`src/rtl/data_memory.sv`:
```
`default_nettype none
// ============================================================================
// Module      : data_memory
// Description : Byte-wide data memory for the CSD processor datapath.
//               DEPTH locations of DATA_WIDTH bits. Writes happen on the
//               rising clock edge. Reads are combinational from addr.
//               Out-of-range accesses never alias: writes are dropped and
//               reads return zero.
// Ports       : clk      - system clock; writes occur on its rising edge
//               rst_n    - asynchronous active-low reset; clears all locations
//               write_en - write strobe, sampled at the rising clk edge
//               addr     - 16-bit byte address for both read and write
//               data_in  - 16-bit store data; only the low byte is stored
//               data_out - contents of mem[addr], or 0 when out of range
// Revision    : 1.0 - initial release
// ============================================================================
module data_memory #(
  parameter int DEPTH      = 256,
  parameter int DATA_WIDTH = 8
) (
  input  logic                  clk,
  input  logic                  rst_n,
  input  logic                  write_en,
  input  logic [15:0]           addr,
  input  logic [15:0]           data_in,
  output logic [DATA_WIDTH-1:0] data_out
);

  localparam int          IDX_W   = (DEPTH > 1) ? $clog2(DEPTH) : 1;
  // One extra bit so that DEPTH = 65536 still compares correctly.
  localparam logic [16:0] C_DEPTH = 17'(DEPTH);

  logic [DATA_WIDTH-1:0] mem [DEPTH];
  logic                  w_in_range;
  logic [IDX_W-1:0]      w_idx;

  // The full 16-bit address is range-checked before the truncated index is
  // used, so high address bits can never wrap onto a low location.
  assign w_in_range = ({1'b0, addr} < C_DEPTH);
  assign w_idx      = addr[IDX_W-1:0];

  // The store-data high byte has no destination.
  logic unused_data_hi;
  assign unused_data_hi = &{1'b0, data_in[15:DATA_WIDTH]};

  // Whole array is cleared asynchronously; a write edge that coincides with
  // reset is therefore lost.
  always_ff @(posedge clk or negedge rst_n) begin
    if (!rst_n) begin
      for (int i = 0; i < DEPTH; i++) begin
        mem[i] <= '0;
      end
    end else if (write_en && w_in_range) begin
      mem[w_idx] <= data_in[DATA_WIDTH-1:0];
    end
  end

  // Memory contents are already zero during reset, so no extra gating on
  // rst_n is needed to return zero for every address.
  always_comb begin
    data_out = '0;
    if (w_in_range) begin
      data_out = mem[w_idx];
    end
  end

endmodule
`default_nettype wire

```
`config.mk`:
```
export PLATFORM = sky130hd
export DESIGN_NAME = data_memory
export DESIGN_NICKNAME = d
export VERILOG_FILES = /design/src/rtl/data_memory.sv
export SDC_FILE = /design/constraint.sdc
export NUM_CORES = 2
export LEC_CHECK = 0
export CAP_MARGIN = 10
export CORE_MARGIN = 2
export CORE_UTILIZATION = 50
export CTS_BUF_LIST = sky130_fd_sc_hd__clkbuf_8
export DETAILED_ROUTE_END_ITERATION = 8
export DONT_BUFFER_PORTS = 1
export HOLD_SLACK_MARGIN = 0.15
export PLACE_DENSITY = 0.66
export SLEW_MARGIN = 20
export SYNTH_ARGS = -nofsm -noshare
export SYNTH_HDL_FRONTEND = slang
export SYNTH_SLANG_ARGS = --single-unit
```
`constraint.sdc`:
```
create_clock -name clk -period 3.7 [get_ports clk]
set_clock_uncertainty 0.1 [all_clocks]
set_input_delay 0.555 -clock clk [delete_from_list [all_inputs] [get_ports clk]]
set_output_delay 0.555 -clock clk [all_outputs]
set_load 0.1 [all_outputs]
```
---- After elaboration in Yosys (flattened, before gate mapping) ----
Index checks and enable logic that the tools add are counted.
word-level totals
  word-level logic and storage cells ...... 269
  register bits after elaboration ......... 2048
  input port bits ......................... 35
operators by class
  multiplexer cells ....................... 7
  bitwise gates (word level) .............. 1
  reductions and logical operators ........ 2
  order comparisons ....................... 3
operators with widths
  operator                                                                count
  2048-bit bitwise mux                                                    1
  8-bit binary-select mux with 8-bit select                               1
  8-bit demux with 8-bit select                                           1
  8-bit two-way mux                                                       4
  16-bit by 9-bit < comparator with 1-bit output (second input constant)  1
  9-bit greater-or-equal comparator (second input constant)               1
  9-bit by 1-bit < comparator with 1-bit output (second input constant)   1
  8-bit NOT with 9-bit output                                             1
  1-bit logical AND                                                       2

---- Depth between registers and ports, before layout ----
  depth after elaboration ................. 6
  gate-level depth with buffers ........... 13

---- Worst setup path after synthesis ----
OpenSTA, ideal clock, no wires.
  kind .................................... in2out
  from .................................... input port addr[1]
  to ...................................... output port data_out[0]
  data required time ...................... 3.045 ns
  setup slack ............................. -0.749 ns
  data arrival time ....................... 3.794 ns
  stages .................................. 12
  path through ............................ clkbuf_1 buf_4 buf_6 buf_4 buf_2 buf_2 mux2i_1 a22oi_1 a31oi_1 o211ai_1 nand2_1 o211ai_1
between the ends
  cells in the longest elaborated chain, start to end .. 5
  elaborated cells between the ends (all ways) .. 6
RTL lines
  item                                                  RTL line  text
  start: declaration                                    24        input logic [15:0] addr,
  8-bit NOT with 9-bit output (implied by the code)     63        data_out = mem[w_idx];
  8-bit binary-select mux with 8-bit select             63
  8-bit two-way mux (implied by the code) (2 in a row)  63
  8-bit two-way mux *                                   62        if (w_in_range) begin
  end: declaration                                      26        output logic [DATA_WIDTH-1:0] data_out
Every way passes the cells marked *; elsewhere a longest branch is shown, timed or not. The select of a mux whose other input is x is not followed.

---- Worst setup path after layout ----
  from .................................... register mem[339] (netlist name)
  to ...................................... output port data_out[3]
between the ends
  cells in the longest elaborated chain, start to end .. 4
RTL lines
  item                                                  RTL line  text
  start: declaration                                    33        logic [DATA_WIDTH-1:0] mem [DEPTH];
  start signal: indexed assignment                      54        mem[w_idx] <= data_in[DATA_WIDTH-1:0];
  8-bit binary-select mux with 8-bit select             63
  8-bit two-way mux (implied by the code) (2 in a row)  63
  8-bit two-way mux                                     62
No other way between the ends. The select of a mux whose other input is x is not followed.

==> out/qor_table.md <==
| Quantity | This run |
|:---|:---|
| Classification of the worst setup path | reg -> out |
| Worst-path clk slew | 0.06 ns |
| Detail-routed via count per cell | 6.11 |
| Critical Path End Type | output pin |
| Worst skew pair latency | 1.04 ns |
| Async set or reset register ratio after synthesis | 100% |
| Clock sinks | 2048 |
| Flip-flop count of the largest register, all copies and words added | 2048 |
| Internal power contribution | 0.0339 W |
| Overall fraction of global-route tracks in use | 25.8% |
| Main combinational cell family by area after synthesis | multiplexers |
| Final Instance Area | 108000 sq um |
| Post-synthesis xor/xnor area fraction | 0% |
| Number of levels in the clock H-tree | 5 |
| Startpoint type of the worst setup path | flop |
| Number of nets produced by synthesis | 6149 |
| DR WL/cell | 28.2 microns |
| Grt ovf | 0 |
| Via count | 55700 |
| Leading post-synthesis cells by instance count | 2068 x sky130_fd_sc_hd__mux2_2, 2048 x sky130_fd_sc_hd__dfrtp_1, 429 x sky130_fd_sc_hd__mux4_2, 312 x sky130_fd_sc_hd__clkbuf_1, 152 x sky130_fd_sc_hd__mux2i_1 |
| Most numerous cell in the Yosys netlist | sky130_fd_sc_hd__mux2_2 |
| Top flop regs | mem (2048) |
| Violated checks | negative hold slack, negative setup slack |
| Sequential fraction of design power | 50.2% |
| Placement Rows | 159 |
| Pin count of the biggest net entering global routing | 607 |
| Worst IR drop on VDD | 379 uV |
| Post-Place Cell Area | 98800 sq um |
| Hold_ws | -0.858 ns |
| Drt drc | 0 |
| Mean instance size in the synthesized netlist | 15.5 sq um |
| Core utilization of the finished layout | 57.4% |
| Worst slew margin | 22.4% |
| CTS tree | yes |
| FF+latch count, synth | 2048 |
| CTS buffer count | 353 |
| Fmax achieved | 227 MHz |
| Number of search-and-repair iterations in the first detailed-routing pass | 5 |
| Largest register by flop count | mem |
| Logic pwr share | 4.7% |
| # Max-Cap Violations | 0 |
| Share of the synthesized area in the top cell type | 54.0% |
| Post-layout net count | 6406 |
| Post-Syn Area | 94900 sq um |
| Post-route clock period utilization | 119% |
| Number of warnings issued by yosys | 0 |
| Count of antenna-violating nets left after detailed routing | 0 |
| Number of violations reported at the end of detailed-routing iteration 0 | 4197 |
| Status | complete, but fails checks |
| Setup repair after global routing missed its margin | yes |
| Global-route wire length before repair | 377000 microns |
| Vert. Die Dim | 440 microns |
| Final weighted congestion in routability-driven placement | 0.827 |
| Crit path arrival time | 3.74 ns |
| Count of pins over their slew limit | 0 |
| Antenna violations before repair | 4 |
| Worst setup margin | -0.696 ns |
| Hold violation count in the final report | 160 |
| Count of different cell masters after synthesis | 58 |
| Part of the total power dissipated in the clock network | 45.1% |
| NetSw | 0.0108 W |
| Core ar. | 188000 sq um |
| Number of placed I/O pins | 43 |
| Top_reg_cell synth | sky130_fd_sc_hd__dfrtp_1 |
| Leakage power of the design | 52.3 nW |
| Area added between synthesis and finish | 13.9% |
| Adder-Cell Fraction of Synth Area | 0% |
| Initial Utilization | 50.4% |
| Cell area power density | 414 nW/um^2 |
| Die Wd | 440 microns |
| Compound-Gate Fraction of Synth Area | 2.61% |
| Critical Path Fanout Max | 2 |
| Share of layout cells above drive strength 1 | 56.3% |
| Number of synthesized flops with an enable pin | 0 |
| Final critical delay including setup and external delays | 4.40 ns |
| Longest Clk Path Bufs | 4 |
| DPL Wire Length | 142000 microns |
| Count of mapped cells out of synthesis | 6114 |
| Hold Path Class | in -> async |
| Total Wirelength | 258000 microns |
| Vias in the first global route | 57800 |
| Pre-CTS setup slack | -0.764 ns |
| Area leader, netlist | sky130_fd_sc_hd__dfrtp_1 |
| Buffers added on ports | 0 |
| Data required time at the worst endpoint | 3.04 ns |
| # fillers | 14700 |
| Die area | 193000 sq um |
| Buffer cell driving the clock tree root | sky130_fd_sc_hd__clkbuf_8 |
| Final number of setup-violating endpoints | 8 |
| Synthesized-area fraction occupied by and/or/nand/nor cells | 4.66% |
| Sw Ratio | 24.1% |
| Seq/Total Area, Yosys | 54.0% |
| Dominant cells by area after synthesis | sky130_fd_sc_hd__dfrtp_1 54%, sky130_fd_sc_hd__mux2_2 25%, sky130_fd_sc_hd__mux4_2 10% |
| Share of cell area taken by muxes after synthesis | 36.5% |
| Transition at the pin with the smallest max-transition slack | 1.16 ns |
layer usage:
metal  share of wire [%]  global-route usage, %  vias up
li1                    -                      -    23500
met2                  48                   41.0     1408
met5                   0                      0        -
met4                 3.8                   9.73        0
met3                 4.6                   3.73      508
met1                  44                   36.3    30300
placed cells by master (no fill, tap or decap), drive strengths merged, types with 45 or more instances in the layout:
cell / count
nand2: 107
nand3: 49
dfrtp: 2048
mux2i: 152
buf: 336
clkbuf: 472
a221oi: 45
nor2: 282
mux4: 429
a22oi: 107
mux2: 2086
inv: 126
area by class of cell:
cell class	instances	area [sq um]	share of cell area, %
clock buffer	454	6250	5.78
multi-input combinational	3595	42300	39.2
sequential	2048	51200	47.4
tap	2495	3120	2.89
antenna	7	17.5	0.0162
timing repair buffer	372	4440	4.11
inverter	1	3.75	0.00347
clock inverter	152	627	0.580
power groups by stage:
| stage | Combinational, W | Sequential, W | Clock [W] |
|---|---|---|---|
| 6_report | 0.00211 | 0.0224 | 0.0202 |
| 5_1_grt | 0.00225 | 0.0224 | 0.0215 |
| 4_1_cts | 0.00162 | 0.0224 | 0.0205 |
| 3_5_place_dp | 0.00118 | 0.0228 | 0 |
| 3_3_place_gp | 0.00116 | 0.0228 | 0 |
| 2_1_floorplan | 0.00103 | 0.0228 | 0 |
what timing repair did:
action	in CTS	in global routing
cloned	0	20
gates resized for setup	74	40
hold endpoints to repair	2881	1162
hold buffers	16	15
endpoints found under the setup margin	8	1449
pin swaps	51	32
setup buffers	6	14
stage by stage:
step	total power [W]	instances	setup TNS, ns	hold WS [ns]
floorplan	0.0238	6114	-0.397	0.159
finish	0.0447	9124	-4.44	-0.858
global route	0.0462	9119	-27.31	-0.932
detailed placement	0.0240	8422	-4.92	0.218
global placement	0.0240	8420	-4.49	0.217
CTS	0.0446	9048	-4.94	-0.946
worst paths after layout:
path	startpoint	endpoint	slack, ns	cells past startpoint
setup / recovery	mem[339]	data_out[3]	-0.70	8
hold / removal	rst_n	mem[235]	-0.86	0
setup reg to reg	mem[1654]	mem[1654]	2.77	1
hold reg to reg	mem[1879]	mem[1879]	0.38	1
max in group asynchronous	rst_n	mem[1587]	0.15	9
min in group clk	data_in[0]	mem[368]	0.27	2
worst max-delay path: stages, from the launching register on:
cell	delay [ns]
sky130_fd_sc_hd__dfrtp_1	0.38
sky130_fd_sc_hd__mux4_2	0.46
sky130_fd_sc_hd__a32oi_1	0.29
sky130_fd_sc_hd__nand4_1	0.24
sky130_fd_sc_hd__nor3_4	0.43
sky130_fd_sc_hd__buf_6	0.16
sky130_fd_sc_hd__o22ai_4	0.08
sky130_fd_sc_hd__or3_4	0.45
sky130_fd_sc_hd__buf_12	0.18
cell families after synthesis:
kind of cell           Yosys count
AO/OA/AOI/OAI                  340
buffers and inverters          471
flip-flops                    2048
multiplexers                  2667
AND/OR/NAND/NOR                588
(Power assumes the default switching activity.)
